## src/rtl/q_table_update_v3.sv

```systemverilog
// Q-learning routing table update engine: scans the external neighbor table for the
// packet source, updates or appends it, then appends an announced cluster head if new.
module q_table_update_v3 #(
    parameter int unsigned WORD_WIDTH      = 16,
    parameter int unsigned MAX_NEIGHBORS   = 32,
    parameter int unsigned MAX_CH          = 16,
    parameter logic [2:0]  PKT_CH_ANNOUNCE = 3'b010
) (
    input  logic                  clk,
    input  logic                  nrst,
    input  logic                  en,
    input  logic [WORD_WIDTH-1:0] fSourceID,
    input  logic [WORD_WIDTH-1:0] fSourceHops,
    input  logic [WORD_WIDTH-1:0] fClusterID,
    input  logic [WORD_WIDTH-1:0] fEnergyLeft,
    input  logic [WORD_WIDTH-1:0] fQValue,
    input  logic [WORD_WIDTH-1:0] fKnownCH,
    input  logic [2:0]            fPacketType,
    input  logic [WORD_WIDTH-1:0] mSourceID,
    input  logic [WORD_WIDTH-1:0] mSourceHops,
    input  logic [WORD_WIDTH-1:0] mClusterID,
    input  logic [WORD_WIDTH-1:0] mEnergyLeft,
    input  logic [WORD_WIDTH-1:0] mQValue,
    input  logic [WORD_WIDTH-1:0] mNeighborCount,
    input  logic [WORD_WIDTH-1:0] mKnownCH,
    input  logic [WORD_WIDTH-1:0] mKnownCHCount,
    output logic [WORD_WIDTH-1:0] nodeID,
    output logic [WORD_WIDTH-1:0] nodeHops,
    output logic [WORD_WIDTH-1:0] nodeClusterID,
    output logic [WORD_WIDTH-1:0] nodeEnergy,
    output logic [WORD_WIDTH-1:0] nodeQValue,
    output logic [WORD_WIDTH-1:0] neighborCount,
    output logic [WORD_WIDTH-1:0] knownCH,
    output logic [WORD_WIDTH-1:0] knownCHCount,
    output logic                  wr_en,
    output logic                  done
);

    localparam logic [WORD_WIDTH-1:0] MAX_N_W = WORD_WIDTH'(MAX_NEIGHBORS);
    localparam logic [WORD_WIDTH-1:0] MAX_C_W = WORD_WIDTH'(MAX_CH);

    typedef enum logic [2:0] {
        S_IDLE, S_LOAD, S_SCAN_N, S_WRITE_N, S_SCAN_CH, S_WRITE_CH, S_DONE
    } state_e;

    state_e                state_q, state_d;
    logic [WORD_WIDTH-1:0] f_src_q, f_src_d, f_hops_q, f_hops_d, f_cl_q, f_cl_d;
    logic [WORD_WIDTH-1:0] f_energy_q, f_energy_d, f_qv_q, f_qv_d, f_kch_q, f_kch_d;
    logic [2:0]            f_type_q, f_type_d;
    logic [WORD_WIDTH-1:0] n_cnt_q, n_cnt_d, c_cnt_q, c_cnt_d;
    logic                  n_app_q, n_app_d, c_app_q, c_app_d;
    logic [WORD_WIDTH-1:0] node_id_q, node_id_d, node_hops_q, node_hops_d;
    logic [WORD_WIDTH-1:0] node_cl_q, node_cl_d, node_energy_q, node_energy_d;
    logic [WORD_WIDTH-1:0] node_qv_q, node_qv_d, nb_idx_q, nb_idx_d;
    logic [WORD_WIDTH-1:0] kch_q, kch_d, ch_idx_q, ch_idx_d;
    logic                  wr_en_q, wr_en_d, done_q, done_d;
    logic                  to_ch_phase, to_done;

    // Neighbor payload read-back is not needed; only the ID takes part in the search.
    logic unused_m;
    assign unused_m = ^{mSourceHops, mClusterID, mEnergyLeft, mQValue};

    always_ff @(posedge clk or posedge nrst) begin
        if (nrst) begin
            state_q       <= S_IDLE;
            f_src_q       <= '0;
            f_hops_q      <= '0;
            f_cl_q        <= '0;
            f_energy_q    <= '0;
            f_qv_q        <= '0;
            f_kch_q       <= '0;
            f_type_q      <= '0;
            n_cnt_q       <= '0;
            c_cnt_q       <= '0;
            n_app_q       <= 1'b0;
            c_app_q       <= 1'b0;
            node_id_q     <= '0;
            node_hops_q   <= '0;
            node_cl_q     <= '0;
            node_energy_q <= '0;
            node_qv_q     <= '0;
            nb_idx_q      <= '0;
            kch_q         <= '0;
            ch_idx_q      <= '0;
            wr_en_q       <= 1'b0;
            done_q        <= 1'b0;
        end else begin
            state_q       <= state_d;
            f_src_q       <= f_src_d;
            f_hops_q      <= f_hops_d;
            f_cl_q        <= f_cl_d;
            f_energy_q    <= f_energy_d;
            f_qv_q        <= f_qv_d;
            f_kch_q       <= f_kch_d;
            f_type_q      <= f_type_d;
            n_cnt_q       <= n_cnt_d;
            c_cnt_q       <= c_cnt_d;
            n_app_q       <= n_app_d;
            c_app_q       <= c_app_d;
            node_id_q     <= node_id_d;
            node_hops_q   <= node_hops_d;
            node_cl_q     <= node_cl_d;
            node_energy_q <= node_energy_d;
            node_qv_q     <= node_qv_d;
            nb_idx_q      <= nb_idx_d;
            kch_q         <= kch_d;
            ch_idx_q      <= ch_idx_d;
            wr_en_q       <= wr_en_d;
            done_q        <= done_d;
        end
    end

    // Outputs are computed for the state being entered, so they are valid in that state.
    always_comb begin
        state_d       = state_q;
        f_src_d       = f_src_q;
        f_hops_d      = f_hops_q;
        f_cl_d        = f_cl_q;
        f_energy_d    = f_energy_q;
        f_qv_d        = f_qv_q;
        f_kch_d       = f_kch_q;
        f_type_d      = f_type_q;
        n_cnt_d       = n_cnt_q;
        c_cnt_d       = c_cnt_q;
        n_app_d       = n_app_q;
        c_app_d       = c_app_q;
        node_id_d     = node_id_q;
        node_hops_d   = node_hops_q;
        node_cl_d     = node_cl_q;
        node_energy_d = node_energy_q;
        node_qv_d     = node_qv_q;
        nb_idx_d      = nb_idx_q;
        kch_d         = kch_q;
        ch_idx_d      = ch_idx_q;
        wr_en_d       = 1'b0;
        done_d        = 1'b0;
        to_ch_phase   = 1'b0;
        to_done       = 1'b0;

        case (state_q)
            S_IDLE: begin
                if (en) begin
                    f_src_d    = fSourceID;
                    f_hops_d   = fSourceHops;
                    f_cl_d     = fClusterID;
                    f_energy_d = fEnergyLeft;
                    f_qv_d     = fQValue;
                    f_kch_d    = fKnownCH;
                    f_type_d   = fPacketType;
                    n_cnt_d    = mNeighborCount;
                    c_cnt_d    = mKnownCHCount;
                    n_app_d    = 1'b0;
                    c_app_d    = 1'b0;
                    nb_idx_d   = '0;
                    ch_idx_d   = '0;
                    state_d    = S_LOAD;
                end
            end
            S_LOAD: state_d = S_SCAN_N;
            S_SCAN_N: begin
                if (nb_idx_q == n_cnt_q || mSourceID == f_src_q) begin
                    if (nb_idx_q == n_cnt_q && n_cnt_q >= MAX_N_W) begin
                        to_ch_phase = 1'b1;
                    end else begin
                        n_app_d       = (nb_idx_q == n_cnt_q);
                        node_id_d     = f_src_q;
                        node_hops_d   = f_hops_q;
                        node_cl_d     = f_cl_q;
                        node_energy_d = f_energy_q;
                        node_qv_d     = f_qv_q;
                        kch_d         = mKnownCH;
                        wr_en_d       = 1'b1;
                        state_d       = S_WRITE_N;
                    end
                end else begin
                    nb_idx_d = nb_idx_q + WORD_WIDTH'(1);
                end
            end
            S_WRITE_N: to_ch_phase = 1'b1;
            S_SCAN_CH: begin
                if (ch_idx_q == c_cnt_q) begin
                    if (c_cnt_q >= MAX_C_W) begin
                        to_done = 1'b1;
                    end else begin
                        c_app_d = 1'b1;
                        kch_d   = f_kch_q;
                        wr_en_d = 1'b1;
                        state_d = S_WRITE_CH;
                    end
                end else if (mKnownCH == f_kch_q) begin
                    to_done = 1'b1;
                end else begin
                    ch_idx_d = ch_idx_q + WORD_WIDTH'(1);
                end
            end
            S_WRITE_CH: to_done = 1'b1;
            S_DONE:     state_d = S_IDLE;
            default:    state_d = S_IDLE;
        endcase

        if (to_ch_phase) begin
            if (f_type_q == PKT_CH_ANNOUNCE) begin
                state_d = S_SCAN_CH;
            end else begin
                to_done = 1'b1;
            end
        end

        // Count outputs switch from bank addresses to the updated counts on entering DONE.
        if (to_done) begin
            state_d  = S_DONE;
            done_d   = 1'b1;
            nb_idx_d = n_cnt_q + WORD_WIDTH'(n_app_d);
            ch_idx_d = c_cnt_q + WORD_WIDTH'(c_app_d);
        end
    end

    assign nodeID        = node_id_q;
    assign nodeHops      = node_hops_q;
    assign nodeClusterID = node_cl_q;
    assign nodeEnergy    = node_energy_q;
    assign nodeQValue    = node_qv_q;
    assign neighborCount = nb_idx_q;
    assign knownCH       = kch_q;
    assign knownCHCount  = ch_idx_q;
    assign wr_en         = wr_en_q;
    assign done          = done_q;

endmodule

```

## config.mk

```make
export PLATFORM = sky130hd
export DESIGN_NAME = q_table_update_v3
export DESIGN_NICKNAME = d
export VERILOG_FILES = /design/src/rtl/q_table_update_v3.sv
export SDC_FILE = /design/constraint.sdc
export NUM_CORES = 1
export LEC_CHECK = 0
export BUFFER_PORTS_ARGS = -buffer_cell sky130_fd_sc_hd__buf_2
export CAP_MARGIN = 0
export CORE_ASPECT_RATIO = 2
export CORE_MARGIN = 1.5
export CORE_UTILIZATION = 30
export CTS_CLUSTER_SIZE = 12
export DETAILED_ROUTE_END_ITERATION = 12
export PLACE_DENSITY = 0.63
export SETUP_SLACK_MARGIN = 0.02
export SLEW_MARGIN = 10
export SYNTH_ARGS = -nofsm -noshare
export SYNTH_HDL_FRONTEND = slang
export SYNTH_SLANG_ARGS = --single-unit
```

## constraint.sdc

```tcl
create_clock -name clk -period 8.56 [get_ports clk]
set_input_delay 0.856 -clock clk [delete_from_list [all_inputs] [get_ports clk]]
set_output_delay 0.856 -clock clk [all_outputs]
set_load 0.01 [all_outputs]
```

==> out/summary.txt, run 1 <==
Post-DP Area = 14300 sq um
GPL Wtd Cong = 0.895
largest net degree at the start of global routing = 126
Core Footprint = 40300 sq um
Via density = 4.94
RSZ-0062 raised after global routing = no
CTS resizes = 0
Die Y = 289 um
WL final = 35600 um
worst path required time = 9.06 ns
Post-synth EDFFs = 0
Critical Path Start Type = flop
PwrDens = 309 nW/um^2
crit path cell chain = nand2b_1 -> nor3_2 -> buf_4 -> a21oi_1 -> nor3_1 -> mux2_2 -> mux2_2
maximum vdd drop = 0.000156 V
Crit path top cell by count = mux2_2
multi-input combinational cell area = 5360 sq um
Register Area = 6660 sq um
Max-Slew Margin vs Limit = 0.206
DR vias = 8972
ANT nets after route = 0
top_reg_cell synth = dfrtp_1
Rows = 104
die area = 42300 sq um
vias in the first global route = 9721
max_cap viols = 0
antenna violations before repair = 5
share of cells above drive strength 1 = 0.458
leakage power = 7.34 nW
setup slack after placement = 4.11 ns
post-synthesis sequential element count = 266
I/O pin count = 360
synthesis warning total = 0
final worst path period need = 4.09 ns
WHS = 0.475 ns
CP endpoint kind = flop
Comb power frac = 0.291
drt pass-1 iters = 5
H-tree depth = 1
type of the worst min-delay path = in -> async
status = completed
global-route usage over all layers = 0.166
Longest Clk Path Bufs = 3
Clock Latency Late Sink = 0.57 ns
worst-path fanout max = 58
cell count after placement = 1770
CP max-delay cell = nor3_1
Setup violations, final = 0
GR Overflow Total = 0
width of the die = 146 um
Seq/Total Area, Yosys = 0.541
setup TNS = 0 ns
Area Growth Syn to Fin = 23.8%
Avg Cell Area, Syn = 12.5 sq um
ys async rst share = 1.00
DPL Wire Length = 25600 um
final period utilization = 0.477
reg2reg setup slack = 4.47 ns
# port buffers = 295
CTS Hold Buffers Added = 0
Layout Cells excl Fill = 1816
CTS clk-pin slew, worst paths = 0.06 ns
Worst Max-Slew Pin Slew = 1.19 ns
Fmax = 245 MHz
Mapped Nets = 1221
clock sink count = 266
Initial Util = 0.305
fin area = 15200 sq um
Nets = 1506
Int Pwr = 3.08 mW
crit path DAT = 4.58 ns
CTS root buffer = clkbuf_16
CTS tree = done
Final Max Slew Viols = 0
DRC = 0
Final Hold Vio Count = 0
Synth Cell Area = 12300 sq um
Sw Share = 0.343
synth unique cells = 53
part of the power in registers = 0.447
Clock Skews = 0.0245 ns
setup slack after layout = 4.47 ns
Sw Pwr = 1.61 mW
first-pass GRT wire length = 54700 um
Gate Count Post-Synth = 985
Fill cells = 3950
Largest stage delay, worst path = 0.97 ns
Post-CTS Setup Inserts = 0
CP Class = reg -> reg
CTS Buf Count = 28
routed len/inst = 19.6 um
drt initial violations = 403
Clk network pwr share = 0.263
==> critical path, delay by kind of cell, from the launching register on <==
family	cells	cell delay (ns)
AOI/OAI and AO/OA	1	0.46
buffers and inverters	1	0.78
DFF	1	0.47
muxes	2	0.44
and+or+nand+nor	3	1.86
==> Yosys cell counts (2+ instances only) <==
master      n  area [sq um]
mux2i_1     8          80.1
mux2_2    226          2540
a21oi_1    11          55.1
and3_1     13          81.3
nor4_1     23           144
ha_1        6          75.1
o31ai_1     4          30.0
o311a_1     5          50.1
nor2_1     34           128
nand2b_1    2          12.5
a31oi_1    11          68.8
buf_6       4          45.0
buf_2       5          25.0
a21o_1      2          15.0
clkbuf_1   40           150
mux2_4      8           120
xnor2_1    17           149
or3_1       3          18.8
dfrtp_1   266          6660
a221o_1     3          30.0
o21bai_1    2          15.0
and4_1      2          17.5
nor3_1     11          55.1
nand2_1    80           300
o41ai_1     3          26.3
nor3b_1     2          15.0
or2_2       2          12.5
nand4_1    12          75.1
and2_1      4          25.0
xor2_1     80           701
o21a_1      2          15.0
nand3_1    19          95.1
a221oi_1    6          52.6
o22ai_1     3          18.8
o31a_1      8          70.1
o21ai_0    24           120
inv_1      18          67.6
==> power by group through the flow <==
stage	combinational [mW]	sequential (mW)	clock, mW
2_1_floorplan	1.04	1.97	0
3_3_place_gp	1.34	2.10	0
3_5_place_dp	1.37	2.12	0
4_1_cts	1.38	2.10	1.29
5_1_grt	1.50	2.16	1.33
6_report	1.36	2.10	1.23
==> layer usage <==
| layer | part of all wire | GRT usage |
|---|---|---|
| met2 | 0.55 | 0.322 |
| met1 | 0.35 | 0.168 |
| met3 | 0.058 | 0.0340 |
| met5 | 0.0010 | 0 |
| met4 | 0.043 | 0.0793 |
==> through the flow <==
| stage | power, mW | utilization |
|---|---|---|
| after CTS | 4.77 | 0.377 |
| after floorplan | 3.00 | - |
| final | 4.70 | 0.377 |
| after global routing | 4.99 | 0.377 |
| after global placement | 3.43 | 0.355 |
| after detailed placement | 3.49 | 0.355 |
==> path summary, 6_finish.rpt <==
path	startpoint	to	cells past startpoint
max in group asynchronous	nrst	nodeEnergy[3]	3
max reg2reg	state_q[0]	knownCHCount[0]	7
min reg2reg	nodeClusterID[8]	nodeClusterID[8]	1
max	state_q[0]	knownCHCount[0]	7
min in group clk	nodeClusterID[8]	nodeClusterID[8]	1
min	nrst	f_hops_q[15]	2
==> placed cells by master, fill, tap and decap left out, drive strengths merged, types with 17 or more instances in the layout <==
master,n
nor4,23
nand3,19
xnor2,17
clkbuf,39
inv,19
nand2,80
buf,305
o21ai,24
dfrtp,266
xor2,80
mux2,234
nor2,34
==> layout make-up <==
cell class                      count  share of cell area
Multi-Input combinational cell    650               0.352
Antenna cell                        1            0.000164
Sequential cell                   266               0.437
Tap cell                          530              0.0436
Inverter                           19             0.00518
Clock buffer                       39              0.0520
Timing Repair Buffer              305               0.102
Clock inverter                      6             0.00764
==> cells by family (layout without fill, tap and decap cells) <==
family	after synthesis	count (layout)	synth area share
compound gates	94	94	0.0536
xor+xnor	97	97	0.0691
fa+ha+maj	6	6	0.00610
buf+inv	69	369	0.0240
flops	266	266	0.541
mux	242	242	0.223
other cells	0	1	0
simple gates	211	211	0.0827
Note: power is estimated with default switching activity, not from simulation.
==> run 2: changes to the inputs <==
- ABC_AREA: default -> 1
- clock period: 8.56 -> 3.74 ns (I/O delays scaled with it)
==> out/summary.txt, run 2 <==
Crit path top cell by count = nand2_1 (was mux2_2)
most frequent cells in the layout = nand2_1 (563), buf_2 (295), dfrtp_1 (266) (was buf_2 (295), dfrtp_1 (266), mux2_2 (226))
largest net degree at the start of global routing = 255 (was 126)
Avg Cell Area, Syn = 7.80 sq um (was 12.5 sq um)
die area = 44500 sq um (was 42300 sq um)
vias in the first global route = 11.9k (was 9721)
most common cell after layout, fill and taps aside = nand2_1 (was buf_2)
share of cells above drive strength 1 = 0.191 (was 0.458)
# port buffers = 295 (unchanged)
WL final = 39100 um (was 35600 um)
width of the die = 150 um (was 146 um)
synth top area cells = dfrtp_1 (51%), nand2_1 (16%), inv_1 (6.0%) (was dfrtp_1 (54%), mux2_2 (21%), xor2_1 (5.7%))
GR Overflow Total = 0 (unchanged)
Setup violations, final = 0 (unchanged)
leading cell type by number of instances after synthesis = nand2_1 (was dfrtp_1)
synth unique cells = 36 (was 53)
Gate Count Post-Synth = 1660 (was 985)
commonest cells in the netlist = nand2_1 (563), dfrtp_1 (266), inv_1 (207) (was dfrtp_1 (266), mux2_2 (226), nand2_1 (80), xor2_1 (80), clkbuf_1 (40))
Initial Util = 0.304 (was 0.305)
Post-synth EDFFs = 0 (unchanged)
crit path cell chain = inv_1 -> nand2_1 -> nand2_1 -> nor2_1 -> nand2_1 -> nor2_1 -> nand4_1 -> a21oi_2 -> ha_1 -> nand3_1 -> nor3_1 -> nand3_1 -> nor2_1 -> nand3_1 -> xor2_1 -> nand2_1 -> nand2_1 -> o21ai_1 (was nand2b_1 -> nor3_2 -> buf_4 -> a21oi_1 -> nor3_1 -> mux2_2 -> mux2_2)
setup TNS = 0 ns (unchanged)
maximum vdd drop = 0.000498 V (was 0.000156 V)
Worst path top cell family by delay = simple AND/OR/NAND/NOR gates (unchanged)
crit path DAT = 3.93 ns (was 4.58 ns)
final worst path period need = 3.48 ns (was 4.09 ns)
CTS clk-pin slew, worst paths = 0.07 ns (was 0.06 ns)
Rows = 107 (was 104)
type of the worst min-delay path = in -> async (unchanged)
failing checks = hold timing
Die Y = 297 um (was 289 um)
Core Footprint = 42600 sq um (was 40300 sq um)
ANT nets after route = 0 (unchanged)
PwrDens = 683 nW/um^2 (was 309 nW/um^2)
CP endpoint kind = flop (unchanged)
Max-Slew Margin vs Limit = 0.337 (was 0.206)
Final Max Slew Viols = 0 (unchanged)
Nets = 2203 (was 1506)
Longest Clk Path Bufs = 3 (unchanged)
CTS tree = done (unchanged)
Fmax = 287 MHz (was 245 MHz)
CP max-delay cell = dfrtp_1 (was nor3_1)
CP Class = reg -> reg (unchanged)
Seq/Total Area, Yosys = 0.514 (was 0.541)
Mapped Nets = 1896 (was 1221)
top_reg_cell synth = dfrtp_1 (unchanged)
status = finished with violations (was completed)
largest area contributor in the netlist = dfrtp_1 (unchanged)
DPL Wire Length = 28100 um (was 25600 um)
first-pass GRT wire length = 61200 um (was 54700 um)
CTS root buffer = clkbuf_16 (unchanged)
Buf/Inv on CP = 1 (unchanged)
antenna violations before repair = 16 (was 5)
final period utilization = 0.931 (was 0.477)
Clock Skews = 0.0194 ns (was 0.0245 ns)
worst path required time = 4.19 ns (was 9.06 ns)
Clock Latency Late Sink = 0.56 ns (was 0.57 ns)
DR vias = 11.7k (was 8972)
Via density = 4.63 (was 4.94)
CTS Buf Count = 27 (was 28)
Worst Max-Slew Pin Slew = 0.994 ns (was 1.19 ns)
drt initial violations = 526 (was 403)
Synth top area share = 0.514 (was 0.541)
Largest stage delay, worst path = 0.45 ns (was 0.97 ns)
worst-path fanout max = 5 (was 58)
leakage power = 8.23 nW (was 7.34 nW)
clock sink count = 266 (unchanged)
Final Hold Vio Count = 6 (was 0)
RSZ-0062 raised after global routing = no (unchanged)
reg2reg setup slack = 0.26 ns (was 4.47 ns)
Synth Cell Area = 12900 sq um (was 12300 sq um)
WHS = -0.0174 ns (was 0.475 ns)
DRC = 0 (unchanged)
synthesis warning total = 0 (unchanged)
max_cap viols = 0 (unchanged)
GPL Wtd Cong = 0.893 (was 0.895)
post-synthesis sequential element count = 266 (unchanged)
Critical Path Start Type = flop (unchanged)
global-route usage over all layers = 0.174 (was 0.166)
Area Growth Syn to Fin = 23.9% (was 23.8%)
I/O pin count = 360 (unchanged)
Post-CTS Setup Inserts = 0 (unchanged)
H-tree depth = 1 (unchanged)
drt pass-1 iters = 5 (unchanged)
ys async rst share = 1.00 (unchanged)
routed len/inst = 15.4 um (was 19.6 um)
## run 2: cell count changes after synthesis, sizes merged, moves of 41 or more
cell | previous run | this run
nand2 | 80 | 567
xor2 | 80 | 39
inv | 19 | 216
mux2 | 234 | 4
o21ai | 24 | 240
nor2 | 34 | 111
## run 2: cells by family after synthesis
kind of cell    after synthesis  synth area share
simple gates                791             0.247
buf+inv                     283            0.0931
compound gates              269             0.107
flops                       266             0.514
xor+xnor                     41            0.0277
fa+ha+maj                     6           0.00580
mux                           4           0.00464
## run 2: path summary, 6_finish.rpt
| path | startpoint | to | cells after the start |
|---|---|---|---|
| max in group asynchronous | nrst | knownCH[5] | 3 |
| min in group clk | fSourceHops[13] | f_hops_q[13] | 3 |
| max | knownCHCount[4] | knownCHCount[15] | 18 |
| min | nrst | nodeHops[5] | 3 |
| min reg2reg | f_type_q[1] | f_type_q[1] | 2 |
| max reg2reg | knownCHCount[4] | knownCHCount[15] | 18 |
## run 2: power by group
part	switching, mW	leakage (nW)	total (mW)	internal, mW
clock network	1.15	0.373	2.53	1.38
registers	0.747	3.37	4.53	3.78
logic	2.55	4.49	3.89	1.34
## run 2: what timing repair did
action | 4_1_cts | 5_1_grt
gates resized for setup | 0 | 2
endpoints found under the hold margin | 33 | 0
setup endpoints to repair | 0 | 5
hold buffers | 33 | 0
## run 2: per-stage QoR
stage          std cells  area [sq um]  power, mW  setup WS (ns)  utilization
2_1_floorplan       1660         12900       7.12         -0.145            -
6_report            2534         16000       10.9          0.257        0.377
3_5_place_dp        2450         14900       8.45          0.292        0.350
5_1_grt             2534         16000       11.8         0.0354        0.377
3_3_place_gp        2450         14900       8.33          0.303        0.350
4_1_cts             2522         16000       11.1          0.262        0.376
## run 2: per-layer routing
metal | vias up | wire length [um] | global-route usage
li1 | 5810 | - | -
met2 | 343 | 20500 | 0.313
met1 | 5449 | 14300 | 0.185
met5 | - | 46 | 0
met3 | 130 | 1940 | 0.0275
met4 | 8 | 2300 | 0.110
## run 2: worst register-to-register path, stage by stage (launching register included)
cell	delay, ns
dfrtp_1	0.45
inv_1	0.15
nand2_1	0.08
nand2_1	0.05
nor2_1	0.22
nand2_1	0.12
nor2_1	0.21
nand4_1	0.21
a21oi_2	0.24
ha_1	0.25
nand3_1	0.17
nor3_1	0.26
nand3_1	0.20
nor2_1	0.29
nand3_1	0.13
xor2_1	0.15
nand2_1	0.07
nand2_1	0.07
o21ai_1	0.05
## run 2: layout make-up
class                           count  area, sq um
Inverter                          217          818
Clock buffer                       37          753
Tap cell                          545          682
Sequential cell                   266         6660
Multi-Input combinational cell   1111         5110
Clock inverter                      2         12.5
Fill cell                        4502        26500
Timing Repair Buffer              344         1960
Antenna cell                       12         30.0
